[src/rtl/spi_regfile_pkg.sv]
// Shared types and frame-size helpers for the SPI register-file peripheral.
// Also holds the R/W flag encodings.
package spi_regfile_pkg;

    typedef enum logic [1:0] {
        IDLE   = 2'd0,
        SHIFT  = 2'd1,
        COMMIT = 2'd2
    } state_t;

    localparam logic RW_WRITE = 1'b1;
    localparam logic RW_READ  = 1'b0;

    function automatic int calc_frame_len(input int addr_w, input int data_w);
        return 1 + addr_w + data_w;
    endfunction

    // Wide enough to hold FRAME_LEN+1, the saturation value for overlong frames.
    function automatic int calc_cnt_w(input int frame_len);
        return $clog2(frame_len + 2);
    endfunction

endpackage

[src/rtl/spi_regfile_peripheral_sync.sv]
// Multi-flop synchroniser with a reset preset value.
// Produces the synchronised level plus one-clk rise and fall pulses.
module spi_sync_edge #(
    parameter int   STAGES  = 2,
    parameter logic RST_VAL = 1'b0
) (
    input  logic clk,
    input  logic rst,
    input  logic d,
    output logic level,
    output logic rise,
    output logic fall
);

    logic [STAGES-1:0] sync_q;

    always_ff @(posedge clk or posedge rst) begin
        if (rst) begin
            sync_q <= {STAGES{RST_VAL}};
        end else begin
            sync_q <= {sync_q[STAGES-2:0], d};
        end
    end

    // Edges compare the last two stages; sync_q[STAGES-1] is the older sample.
    assign level = sync_q[STAGES-1];
    assign rise  =  sync_q[STAGES-2] & ~sync_q[STAGES-1];
    assign fall  = ~sync_q[STAGES-2] &  sync_q[STAGES-1];

endmodule

[src/rtl/spi_regfile_peripheral.sv]
// SPI mode-0 target fronting a NUM_REGS x DATA_W configuration register file.
// Define SPI_READBACK_EN to enable the CIPO read path for R/W=0 frames.
module spi_regfile_peripheral
    import spi_regfile_pkg::*;
#(
    parameter int ADDR_W      = 7,
    parameter int DATA_W      = 8,
    parameter int NUM_REGS    = 5,
    parameter int SYNC_STAGES = 2
) (
    input  logic                       clk,
    input  logic                       rst,
    input  logic                       sclk,
    input  logic                       ncs,
    input  logic                       copi,
    output logic                       cipo,
    output logic                       cipo_oe,
    output logic [NUM_REGS*DATA_W-1:0] regs_flat,
    output logic                       wr_strobe,
    output logic [ADDR_W-1:0]          wr_addr,
    output logic                       frame_err
);

    localparam int FRAME_LEN = calc_frame_len(ADDR_W, DATA_W);
    localparam int CNT_W     = calc_cnt_w(FRAME_LEN);
    localparam logic [CNT_W-1:0] CNT_FULL = CNT_W'(FRAME_LEN);
    localparam logic [CNT_W-1:0] CNT_SAT  = CNT_W'(FRAME_LEN + 1);

    logic sclk_lvl, sclk_rise, sclk_fall;
    logic ncs_lvl, ncs_rise, ncs_fall;
    logic copi_lvl, copi_rise, copi_fall;
    logic sync_unused;

    state_t                state_q, state_d;
    logic [CNT_W-1:0]      bit_cnt;
    logic [FRAME_LEN-1:0]  shift_q, shift_next;
    logic                  rw_q;
    logic                  start_pend;
    logic [DATA_W-1:0]     regs [NUM_REGS];

    logic [ADDR_W-1:0]     cmt_addr;
    logic [DATA_W-1:0]     cmt_data;
    logic                  cmt_len_ok, cmt_write;

    spi_sync_edge #(.STAGES(SYNC_STAGES), .RST_VAL(1'b0)) u_sync_sclk (
        .clk(clk), .rst(rst), .d(sclk), .level(sclk_lvl), .rise(sclk_rise), .fall(sclk_fall)
    );
    spi_sync_edge #(.STAGES(SYNC_STAGES), .RST_VAL(1'b1)) u_sync_ncs (
        .clk(clk), .rst(rst), .d(ncs), .level(ncs_lvl), .rise(ncs_rise), .fall(ncs_fall)
    );
    spi_sync_edge #(.STAGES(SYNC_STAGES), .RST_VAL(1'b0)) u_sync_copi (
        .clk(clk), .rst(rst), .d(copi), .level(copi_lvl), .rise(copi_rise), .fall(copi_fall)
    );

    assign sync_unused = ^{sclk_lvl, sclk_fall, copi_rise, copi_fall};

    assign shift_next = {shift_q[FRAME_LEN-2:0], copi_lvl};
    assign cmt_addr   = shift_q[DATA_W +: ADDR_W];
    assign cmt_data   = shift_q[DATA_W-1:0];
    assign cmt_len_ok = (bit_cnt == CNT_FULL);
    assign cmt_write  = cmt_len_ok && (rw_q == RW_WRITE) && (int'(cmt_addr) < NUM_REGS);

    always_ff @(posedge clk or posedge rst) begin
        if (rst) begin
            state_q <= IDLE;
        end else begin
            state_q <= state_d;
        end
    end

    // A frame start seen during COMMIT is remembered in start_pend.
    always_comb begin
        state_d = state_q;
        case (state_q)
            IDLE:    if (ncs_fall || (start_pend && !ncs_lvl)) state_d = SHIFT;
            SHIFT:   if (ncs_rise) state_d = COMMIT;
            COMMIT:  state_d = IDLE;
            default: state_d = IDLE;
        endcase
    end

    always_ff @(posedge clk or posedge rst) begin
        if (rst) begin
            bit_cnt    <= '0;
            shift_q    <= '0;
            rw_q       <= 1'b0;
            start_pend <= 1'b0;
            wr_strobe  <= 1'b0;
            wr_addr    <= '0;
            frame_err  <= 1'b0;
            for (int i = 0; i < NUM_REGS; i++) regs[i] <= '0;
        end else begin
            wr_strobe <= 1'b0;
            frame_err <= 1'b0;
            case (state_q)
                IDLE: begin
                    start_pend <= 1'b0;
                    if (state_d == SHIFT) begin
                        bit_cnt <= '0;
                        shift_q <= '0;
                        rw_q    <= 1'b0;
                    end
                end
                SHIFT: begin
                    if (sclk_rise) begin
                        shift_q <= shift_next;
                        if (bit_cnt == '0) rw_q <= copi_lvl;
                        if (bit_cnt != CNT_SAT) bit_cnt <= bit_cnt + 1'b1;
                    end
                end
                COMMIT: begin
                    if (ncs_fall) start_pend <= 1'b1;
                    if (cmt_write) begin
                        for (int i = 0; i < NUM_REGS; i++) begin
                            if (int'(cmt_addr) == i) regs[i] <= cmt_data;
                        end
                        wr_strobe <= 1'b1;
                        wr_addr   <= cmt_addr;
                    end
                    if (!cmt_len_ok) frame_err <= 1'b1;
                end
                default: ;
            endcase
        end
    end

    for (genvar g = 0; g < NUM_REGS; g++) begin : g_flat
        assign regs_flat[g*DATA_W +: DATA_W] = regs[g];
    end

`ifdef SPI_READBACK_EN
    localparam logic [CNT_W-1:0] CNT_ADDR_DONE = CNT_W'(ADDR_W);

    logic [DATA_W-1:0] tx_shift, rd_data;
    logic              tx_active, tx_hold;

    always_comb begin
        rd_data = '0;
        for (int i = 0; i < NUM_REGS; i++) begin
            if (int'(shift_next[ADDR_W-1:0]) == i) rd_data = regs[i];
        end
    end

    // The fall right after loading is skipped so the MSB is still on CIPO
    // at the first data rise.
    always_ff @(posedge clk or posedge rst) begin
        if (rst) begin
            tx_shift  <= '0;
            tx_active <= 1'b0;
            tx_hold   <= 1'b0;
        end else if (state_q != SHIFT) begin
            tx_shift  <= '0;
            tx_active <= 1'b0;
            tx_hold   <= 1'b0;
        end else if (sclk_rise && bit_cnt == CNT_ADDR_DONE && rw_q == RW_READ) begin
            tx_shift  <= rd_data;
            tx_active <= 1'b1;
            tx_hold   <= 1'b1;
        end else if (sclk_fall && tx_active) begin
            if (tx_hold) tx_hold <= 1'b0;
            else         tx_shift <= {tx_shift[DATA_W-2:0], 1'b0};
        end
    end

    assign cipo_oe = tx_active && (state_q == SHIFT);
    assign cipo    = cipo_oe && tx_shift[DATA_W-1];
`else
    assign cipo_oe = 1'b0;
    assign cipo    = 1'b0;
`endif

endmodule
[config.mk]
export PLATFORM = sky130hd
export DESIGN_NAME = spi_regfile_peripheral
export DESIGN_NICKNAME = d
export VERILOG_FILES = /design/src/rtl/spi_regfile_pkg.sv /design/src/rtl/spi_regfile_peripheral_sync.sv /design/src/rtl/spi_regfile_peripheral.sv
export SDC_FILE = /design/constraint.sdc
export NUM_CORES = 1
export LEC_CHECK = 0
export BUFFER_PORTS_ARGS = -buffer_cell sky130_fd_sc_hd__buf_2
export CAP_MARGIN = 10
export CORE_MARGIN = 2
export CORE_UTILIZATION = 40
export CTS_CLUSTER_SIZE = 16
export DETAILED_ROUTE_END_ITERATION = 8
export PLACE_DENSITY = 0.65
export SYNTH_ARGS = -nofsm -noshare
export SYNTH_HDL_FRONTEND = slang
export SYNTH_HIERARCHICAL = 1
export SYNTH_SLANG_ARGS = --single-unit
[constraint.sdc]
create_clock -name clk -period 3.4 [get_ports clk]
set_clock_uncertainty 0.05 [all_clocks]
set_input_delay 0.34 -clock clk [delete_from_list [all_inputs] [get_ports clk]]
set_output_delay 0.34 -clock clk [all_outputs]
set_load 0.005 [all_outputs]
==> metrics.md <==
| Metric | Value |
|---|---|
| Number of fill cells in the layout | 717 |
| # IOs | 56 |
| Peak supply drop | 0.252 mV |
| Buffer and inverter count on the worst path | 1 |
| Final critical-path required period | 2690 ps |
| First-pass GRT wire length | 10.5 mm |
| Proportion of layout cells with a drive suffix above 1 | 42.2% |
| Drt initial violations | 79 |
| Final setup vio count | 0 |
| Worst EP arrival | 2870 ps |
| Post-route DRC | 0 |
| Max stage delay on crit path | 820 ps |
| Slew Limit Fails | 0 |
| Peak Freq | 372 MHz |
| Chip width | 94.4 µm |
| CP max FO | 8 |
| P&R area growth vs syn | 18.3% |
| Pin count of the biggest net entering global routing | 36 |
| Effective utilization at floorplan | 41.9% |
| Number of diodes | 0 |
| Library cell contributing the largest single delay on the critical path | nor3b_2 |
| Max H-tree Level | 3 |
| Most common cell after layout, fill and taps aside | dfrtp_1 |
| Final period utilization | 79.1% |
| Maxcap violations | 0 |
| Worst path top cell family by delay | simple AND/OR/NAND/NOR gates |
| Detail-routed net length per standard cell | 14.8 µm |
| Commonest cells after routing, fill and taps aside | dfrtp_1, buf_2, nand2_1, mux2_2, o21ai_0 |
| Tightest Pin Transition | 919 ps |
| Setup repair after global routing missed its margin | no |
| CP Cell Sequence | inv_1 > ha_1 > and4bb_2 > nand4_1 > nor3b_2 > mux2_2 |
| Port bufs | 53 |
| Number of standard cells after synthesis | 250 |
| Die Outline Area | 8910 µm² |
| Floorplan die height | 94.4 µm |
| Antenna violations before repair | 0 |
| Clk_lat worst skew | 340 ps |
| Clock buffer depth | 2 |
| Wire length reported by the detailed router | 6.16 mm |
| ANT nets after route | 0 |
| Number of optimization iterations in the first detailed-route pass | 4 |
| Critical path capture point type | flip-flop |
| Final core utilization | 49.5% |
| Outcome | complete, no violations |
| Rows | 32 |
| Via-per-instance ratio | 4.92 |
| Sequential cell area | 1980 µm² |
| Half-perimeter wire length after detailed placement | 4.38 mm |
| Number of buffers created by CTS | 9 |
| GRT Overall Usage | 15.5% |
| Ys Warns | 6 |
| Area of the core | 7810 µm² |
| Top routing layer in use | met4 |
| Hold Crit Class | input port to flip-flop |
| Clk root buf | clkbuf_8 |
| Footprint of the multi-input gates | 1190 µm² |
| Routed met1 length | 2.99 mm |
| Number of gates resized after CTS | 0 |
| Number of nets at the end of the flow | 318 |
| Number of global-route vias before repair | 2,088 |
| Classification of the worst setup path | flip-flop to flip-flop |
| Routed via count | 2,050 |
| Power Dens Cells | 545 nW/µm² |
| Slew margin rel. | 38.5% |
| Routed wire length on met2 | 2.75 mm |
| Final estimated routing congestion in global placement | 0.798 |
| Routed wl met3 | 306 µm |
| Hold Fails Final Rpt | 0 |
| Critical path startpoint category | flip-flop |
| Avg Synthesized Cell Area | 13.1 µm² |
| Netlist Area Pre-Place | 3270 µm² |
| Total leakage power | 2.03 nW |
| Required time of the worst setup path | 3580 ps |
| Sinks on Clock Net | 79 |
| Remaining global-route overflow | 0 |
| Final-layout setup total negative slack | 0 ps |
| CTS clock-pin slew for the worst setup and hold paths | 80 ps |
| TritonCTS clock tree | done |
[layer usage]
layer / up-vias / track usage (%)
met2: 51 / 23.3
met1: 1012 / 21.7
li1: 979 / -
met4: 0 / 7.37
met3: 8 / 2.95
met5: - / 0
[state kept, by name, summed over array words and instances (netlist names)]
name / flops
regs_flat: 40
start_pend: 1
u_sync_copi/sync_q: 2
frame_err: 1
u_sync_ncs/sync_q: 2
shift_q: 15
bit_cnt: 5
u_sync_sclk/sync_q: 2
state_q: 2
rw_q: 1
wr_addr: 7
wr_strobe: 1
[through the flow]
step | hold WS, ps | cells | instance area, µm² | worst slack (ps) | power [W]
final | 42.4 | 417 | 3870 | 711 | 0.00211
after detailed placement | 185 | 400 | 3650 | 702 | 0.00140
after global placement | 183 | 400 | 3650 | 756 | 0.00139
after global routing | 16.3 | 417 | 3870 | 503 | 0.00223
after floorplan | 31.2 | 251 | 3270 | 1160 | 0.00130
after CTS | 22.9 | 417 | 3870 | 692 | 0.00214
[area by class of cell]
type | instances | share of cell area, %
clock buffers | 9 | 3.20
clock inverters | 7 | 2.23
inverters | 11 | 1.07
multi-input cells | 150 | 30.9
flip-flops and latches | 79 | 51.2
well taps | 102 | 3.30
repair buffers | 59 | 8.09
[power by group]
part / internal [W] / switching [W] / total, W
logic: 0.000114 / 0.000198 / 0.000312
registers: 0.000989 / 0.0000777 / 0.00107
clock network: 0.000356 / 0.000371 / 0.000727
[worst register-to-register path, delay by kind of cell (launching register included)]
kind | cells | cell delay (ps)
adder cells (fa/ha/maj) | 1 | 210
buffers and inverters | 1 | 110
AND/OR/NAND/NOR | 3 | 1370
multiplexers | 1 | 420
flip-flops | 1 | 420
[what timing repair did]
action                                  CTS  global route
hold endpoints to repair                  6             0
buffers inserted                          0             0
hold buffers                              1             0
endpoints found under the setup margin    0             0
[final timing paths]
| path | endpoint | startpoint | slack [ps] | cells past startpoint |
|---|---|---|---|---|
| max in group asynchronous | regs_flat[24] | rst | 1860 | 4 |
| worst min-delay path | u_sync_ncs/sync_q[0] | ncs | 40 | 1 |
| worst max register to register | regs_flat[9] | bit_cnt[0] | 710 | 6 |
| worst min register to register | u_sync_copi/sync_q[1] | u_sync_copi/sync_q[0] | 300 | 0 |
| min in group asynchronous | u_sync_sclk/sync_q[0] | rst | 370 | 3 |
| worst max-delay path | regs_flat[9] | bit_cnt[0] | 710 | 6 |
Power figures use the tool's default switching activity.
